<file path="src/rtl/pipeline_control.sv">
// Hazard/stall controller for the 5-stage RV32I pipeline: drives register loads/flushes,
// holds early fetch responses and runs a stall watchdog. Optional perf counters: PIPE_PERF_CNT_EN.
module pipeline_control #(
  parameter int unsigned STALL_TIMEOUT = 1024,
  parameter int unsigned CNT_WIDTH     = 32
) (
  input  logic       clk,
  input  logic       reset_n,
  input  logic       imem_read,
  input  logic       imem_resp,
  input  logic       dmem_read,
  input  logic       dmem_write,
  input  logic       dmem_resp,
  input  logic [4:0] id_rs1,
  input  logic [4:0] id_rs2,
  input  logic       id_uses_rs1,
  input  logic       id_uses_rs2,
  input  logic [4:0] ex_rd,
  input  logic       ex_is_load,
  input  logic       ex_busy,
  input  logic       ex_mispredict,
  output logic       load_pc,
  output logic       load_if_id,
  output logic       load_id_ex,
  output logic       load_ex_mem,
  output logic       load_mem_wb,
  output logic       flush_if_id,
  output logic       flush_id_ex,
  output logic       flush_ex_mem,
  output logic       ifbuf_load,
  output logic       ifbuf_sel,
  output logic       stall_timeout
`ifdef PIPE_PERF_CNT_EN
  ,
  output logic [CNT_WIDTH-1:0] perf_stall_cycles,
  output logic [CNT_WIDTH-1:0] perf_bubbles,
  output logic [CNT_WIDTH-1:0] perf_flushes
`endif
);

  typedef enum logic [1:0] {
    ST_RUN  = 2'd0,
    ST_WAIT = 2'd1
  } state_e;

  localparam logic [CNT_WIDTH-1:0] TIMEOUT = CNT_WIDTH'(STALL_TIMEOUT);
  localparam logic [CNT_WIDTH-1:0] CNT_ONE = CNT_WIDTH'(1);

  state_e               state_q, state_d;
  logic                 ifetch_done_q, ifetch_done_d;
  logic                 dfetch_done_q, dfetch_done_d;
  logic [CNT_WIDTH-1:0] wd_cnt_q, wd_cnt_d;
  logic                 timeout_q, timeout_d;

  logic istall, dstall, freeze, lu_hazard, mispredict_adv;

  always_comb begin
    istall    = imem_read & ~imem_resp & ~ifetch_done_q;
    dstall    = (dmem_read | dmem_write) & ~dmem_resp & ~dfetch_done_q;
    freeze    = istall | dstall;
    lu_hazard = ex_is_load && (ex_rd != 5'd0) &&
                ((id_uses_rs1 && (id_rs1 == ex_rd)) || (id_uses_rs2 && (id_rs2 == ex_rd)));
    mispredict_adv = ex_mispredict & ~freeze & ~ex_busy;
  end

  // FSM: state register
  always_ff @(posedge clk) begin
    if (!reset_n) state_q <= ST_RUN;
    else          state_q <= state_d;
  end

  // FSM: next state; WAIT releases in the first unfrozen cycle, which also advances
  always_comb begin
    state_d = state_q;
    case (state_q)
      ST_RUN:  if (freeze)  state_d = ST_WAIT;
      ST_WAIT: if (!freeze) state_d = ST_RUN;
      default: state_d = ST_RUN;
    endcase
  end

  // FSM: outputs, in hazard priority order
  always_comb begin
    load_pc       = 1'b1;
    load_if_id    = 1'b1;
    load_id_ex    = 1'b1;
    load_ex_mem   = 1'b1;
    load_mem_wb   = 1'b1;
    flush_if_id   = 1'b0;
    flush_id_ex   = 1'b0;
    flush_ex_mem  = 1'b0;
    ifbuf_load    = 1'b0;
    ifbuf_sel     = ifetch_done_q;
    stall_timeout = timeout_q;
    if (!reset_n) begin
      {load_pc, load_if_id, load_id_ex, load_ex_mem, load_mem_wb} = 5'b00000;
      {flush_if_id, flush_id_ex, flush_ex_mem} = 3'b111;
      ifbuf_sel     = 1'b0;
      stall_timeout = 1'b0;
    end else begin
      if (freeze) begin
        {load_pc, load_if_id, load_id_ex, load_ex_mem, load_mem_wb} = 5'b00000;
      end else if (ex_busy) begin
        {load_pc, load_if_id, load_id_ex} = 3'b000;
        flush_ex_mem = 1'b1;
      end else if (ex_mispredict) begin
        flush_if_id = 1'b1;
        flush_id_ex = 1'b1;
      end else if (lu_hazard) begin
        {load_pc, load_if_id} = 2'b00;
        flush_id_ex = 1'b1;
      end
      // An I-response during a D-side stall would be lost without the holding buffer
      case (state_q)
        ST_RUN, ST_WAIT: ifbuf_load = imem_resp & dstall;
        default:         ifbuf_load = 1'b0;
      endcase
    end
  end

  always_comb begin
    ifetch_done_d = ifetch_done_q;
    dfetch_done_d = dfetch_done_q;
    if (load_pc || mispredict_adv) begin
      ifetch_done_d = 1'b0;
      dfetch_done_d = 1'b0;
    end else begin
      if (ifbuf_load)          ifetch_done_d = 1'b1;
      if (dmem_resp && istall) dfetch_done_d = 1'b1;
    end
  end

  always_comb begin
    wd_cnt_d = '0;
    if (freeze || ex_busy) wd_cnt_d = (wd_cnt_q >= TIMEOUT) ? wd_cnt_q : wd_cnt_q + CNT_ONE;
    timeout_d = timeout_q | (wd_cnt_d >= TIMEOUT);
  end

  always_ff @(posedge clk) begin
    if (!reset_n) begin
      ifetch_done_q <= 1'b0;
      dfetch_done_q <= 1'b0;
      wd_cnt_q      <= '0;
      timeout_q     <= 1'b0;
    end else begin
      ifetch_done_q <= ifetch_done_d;
      dfetch_done_q <= dfetch_done_d;
      wd_cnt_q      <= wd_cnt_d;
      timeout_q     <= timeout_d;
    end
  end

`ifdef PIPE_PERF_CNT_EN
  localparam logic [CNT_WIDTH-1:0] CNT_MAX = '1;

  logic [CNT_WIDTH-1:0] perf_stall_q, perf_stall_d;
  logic [CNT_WIDTH-1:0] perf_bubble_q, perf_bubble_d;
  logic [CNT_WIDTH-1:0] perf_flush_q, perf_flush_d;

  always_comb begin
    perf_stall_d  = perf_stall_q;
    perf_bubble_d = perf_bubble_q;
    perf_flush_d  = perf_flush_q;
    if (freeze && perf_stall_q != CNT_MAX)
      perf_stall_d = perf_stall_q + CNT_ONE;
    if (!freeze && (lu_hazard || ex_busy) && perf_bubble_q != CNT_MAX)
      perf_bubble_d = perf_bubble_q + CNT_ONE;
    if (mispredict_adv && perf_flush_q != CNT_MAX)
      perf_flush_d = perf_flush_q + CNT_ONE;
  end

  always_ff @(posedge clk) begin
    if (!reset_n) begin
      perf_stall_q  <= '0;
      perf_bubble_q <= '0;
      perf_flush_q  <= '0;
    end else begin
      perf_stall_q  <= perf_stall_d;
      perf_bubble_q <= perf_bubble_d;
      perf_flush_q  <= perf_flush_d;
    end
  end

  assign perf_stall_cycles = perf_stall_q;
  assign perf_bubbles      = perf_bubble_q;
  assign perf_flushes      = perf_flush_q;
`endif

endmodule

</file>
<file path="config.mk">
export PLATFORM = sky130hd
export DESIGN_NAME = pipeline_control
export DESIGN_NICKNAME = d
export VERILOG_FILES = /design/src/rtl/pipeline_control.sv
export SDC_FILE = /design/constraint.sdc
export NUM_CORES = 1
export LEC_CHECK = 0
export BUFFER_PORTS_ARGS = -buffer_cell sky130_fd_sc_hd__buf_4
export CORE_MARGIN = 3
export CORE_UTILIZATION = 52
export CTS_CLUSTER_DIAMETER = 150
export DETAILED_ROUTE_END_ITERATION = 10
export GPL_TIMING_DRIVEN = 0
export PLACE_DENSITY = 0.78
export SETUP_SLACK_MARGIN = 0.1
export SLEW_MARGIN = 20
export SYNTH_ARGS = -nofsm -noshare
export SYNTH_HDL_FRONTEND = slang
export SYNTH_SLANG_ARGS = --single-unit
</file>
<file path="constraint.sdc">
create_clock -name clk -period 2.4 [get_ports clk]
set_input_delay 0.24 -clock clk [delete_from_list [all_inputs] [get_ports clk]]
set_output_delay 0.24 -clock clk [all_outputs]
set_load 0.02 [all_outputs]
</file>
==> impl_table.tex <==
\begin{tabular}{lr}
\hline
Metric & Value \\
\hline
\multicolumn{2}{l}{\textbf{STA}} \\
Timing-limited maximum frequency & 475 MHz \\
Remaining max-slew budget at the tightest pin & 52.7\% \\
Fin Setup TNS & 0 ns \\
Final Cycle Share & $\sim$90\% \\
Setup violation total in the final timing report & 0 \\
Slew @ Worst Pin & just over 0.7 ns \\
Max Slew Vio Count & 0 \\
Final worst hold slack & about 0.23 ns \\
Final Hold Viols & 0 \\
Final clock skew & between 0.007 and 0.008 ns \\
Post-layout minimum cycle time & around 2.1 ns \\
Unrepaired setup endpoints after global routing & no \\
\multicolumn{2}{l}{\textbf{Cells and area}} \\
Ratio of cells with drive above 1 in the final layout & between 20 and 30\% \\
Total area of multi-input combinational cells & 821 sq um \\
Area Overhead vs Synth & 26.2\% \\
Most used cells in the layout excluding fill and tap cells & buf\_4, dfxtp\_1, and2\_1 \\
\# fillers & between 200 and 250 \\
Storage element area & 701 sq um \\
Diodes inserted & 0 \\
Most common cell after layout, fill and taps aside & buf\_4 \\
Net count of the finished layout & roughly 240 \\
\multicolumn{2}{l}{\textbf{Drt}} \\
DRC errors left & 0 \\
Detailed-route wire length per cell & 12.7 um \\
DR iter-0 viols & 63 \\
First drt pass iteration count & 4 \\
Post-DRT Antenna Nets & 0 \\
Via total after detailed routing & 1,251 \\
Average vias per placed instance & just over 5 \\
DRT Wirelength & a little over 3000 um \\
\multicolumn{2}{l}{\textbf{Clock tree}} \\
Clock-pin slew on the worst setup and hold paths & approximately 0.10 ns \\
Clock root buffer master & clkbuf\_4 \\
Number of setup buffers added after CTS & 0 \\
Later-pin clock latency in the skew report & between 0.3 and 0.4 ns \\
CTS tree & built \\
Number of buffers added by the clock tree synthesis step & 5 \\
Count of hold-fix buffers inserted at cts & 0 \\
Post-cts sizing count & 0 \\
Buffer levels on the longest clock path & 2 \\
CTS sink cnt & 35 \\
H-tree depth & 2 \\
\multicolumn{2}{l}{\textbf{Worst setup path}} \\
Series of cell instances along the critical path & or2\_2, o21bai\_1, nor3\_1, and2\_1, buf\_4, buf\_4 \\
Cell with the biggest individual delay on the critical path & o21bai\_1 \\
Required time of the worst setup path & around 2.2 ns \\
Path type of the worst setup path & flip-flop to output pin \\
Startpoint type of the worst setup path & flip-flop \\
Sort of element at the end of the critical path & output pin \\
Max incr delay on CP & around 0.34 ns \\
Worst Path Buf+Inv & 2 \\
Largest fanout on the critical path & 5 \\
Signal arrival time at the worst endpoint & between 1.5 and 2 ns \\
Most used cell along the critical path & buf\_4 \\
Delay-heaviest family, CP & simple AND/OR/NAND/NOR gates \\
\multicolumn{2}{l}{\textbf{Floorplanning}} \\
Cell Rows & 19 \\
Width of the chip & 60.9 um \\
Floorplan core area & $\sim$0.0028 sq mm \\
Height of the die & $\sim$60 um \\
Effective utilization at floorplan & a little under three fifths \\
Full die area & approximately 0.0037 sq mm \\
Number of ports placed on the die boundary & 38 \\
\multicolumn{2}{l}{\textbf{Synth}} \\
Post-synth top flop & dfxtp\_1 \\
Portion of synthesized cell area occupied by the leading cell type & between 40\% and 50\% \\
Average footprint of a synthesized cell & 9.38 sq um \\
Top cell type by total area after synthesis & dfxtp\_1 \\
Post-synth net total & approximately 200 \\
Share of synthesized flip-flops with an asynchronous set or reset & 0\% \\
Number of synthesized register bits & 35 \\
Largest cells by area after synthesis & dfxtp\_1, xnor2\_1, and2\_1 \\
Netlist Area Pre-Place & $\sim$0.0016 sq mm \\
YS warnings & 0 \\
Instance count of the mapped netlist & 167 \\
Unique masters post-synth & 37 \\
Seq/Total Area, Yosys & roughly 45\% \\
Number of enable-type register cells in the synthesized netlist & 0 \\
\multicolumn{2}{l}{\textbf{Global routing}} \\
Maximum number of pins on one net before global-route repair & 12 \\
Number of antenna violations at the first check in global routing & 0 \\
Number of global-route vias before repair & 1,214 \\
Sum of overflow across all layers after global routing & 0 \\
Gr usage total & between 10\% and 20\% \\
First-pass GRT wire length & approximately 5300 um \\
\multicolumn{2}{l}{\textbf{Pwr}} \\
Leakage dissipation & around 0.84 nW \\
Peak supply drop & around 340 uV \\
Power density over the cells & about 620 mW/mm\^{}2 \\
\multicolumn{2}{l}{\textbf{Placement}} \\
Number of port buffers & 36 \\
Final weighted congestion in routability-driven placement & just over 0.8 \\
DP Wirelength & about 2400 um \\
\multicolumn{2}{l}{\textbf{Flow run}} \\
MaxCap Viol Count & 0 \\
\multicolumn{2}{l}{\textbf{Worst hold path}} \\
Worst hold path type & primary input to flip-flop \\
\multicolumn{2}{l}{\textbf{Run status}} \\
Outcome & finished clean \\
\hline
\end{tabular}
flip-flops by register name, indices dropped and copies added (netlist names):
name           flops
dfetch_done_q      1
wd_cnt_q          32
timeout_q          1
ifetch_done_q      1
where the power goes:
group	leakage, nW	internal, W	switching [W]
logic	0.503	0.0000668	0.0000634
clock network	0.0525	0.000325	0.000189
registers	0.282	0.000585	0.00000515
cells in the mapped netlist, types with 2 or more instances:
library cell and count:
inv_1 5, and2_1 23, o21ai_0 4, xnor2_1 18
nand4_1 4, nor4_4 4, nor4_1 3, nor2_1 18
nand2_1 12, clkbuf_1 3, nor3_1 7, dfxtp_1 35
or4_1 2, a21oi_1 2, ha_1 2, nand3_1 3
buf_4 2
path summary, 6_finish.rpt:
kind,start,endpoint,slack [ns],cells after the start
setup reg to reg,wd_cnt_q[18],timeout_q,0.43,5
hold reg to reg,wd_cnt_q[22],wd_cnt_q[22],0.47,1
setup / recovery,dfetch_done_q,load_pc,0.29,6
hold / removal,imem_resp,dfetch_done_q,0.23,4
routing by layer:
metal	up-vias	wire length [um]	track usage, %
met5	-	0	0
met4	0	76	8.36
met3	10	143	7.87
met2	23	1500	31.8
met1	567	1340	22.8
li1	651	-	-
tightest hold or removal path: stages:
cell      delay [ns]
buf_4           0.09
nor3b_1         0.05
nor2_1          0.09
a211oi_1        0.06
final cells by class:
class / instances / share of cell area [%]
plain buffers: 5 / 1.33
clock buffers: 6 / 2.09
clock inverters: 2 / 3.04
inverters: 5 / 0.949
multi-input cells: 122 / 41.5
flip-flops and latches: 35 / 35.4
well taps: 31 / 1.96
repair buffers: 36 / 13.7
per-stage QoR:
step	cell area, sq um	total power [W]	std cells	setup WS (ns)	utilization (%)
finish	1980	0.00124	242	0.295	70.5
global route	1980	0.00129	242	0.166	70.5
CTS	1980	0.00124	242	0.287	70.5
detailed placement	1880	0.000735	234	0.419	66.9
global placement	1880	0.000730	234	0.494	66.9
floorplan	1570	0.000671	167	0.536	-
logic make-up after synthesis:
kind of cell / after synthesis / share of synthesized area (%)
simple gates: 88 / 35.1
buf+inv: 10 / 2.88
compound gates: 13 / 5.03
flops: 35 / 44.7
xor+xnor: 18 / 10.1
mux: 1 / 0.639
fa+ha+maj: 2 / 1.60
(Power assumes the default switching activity.)
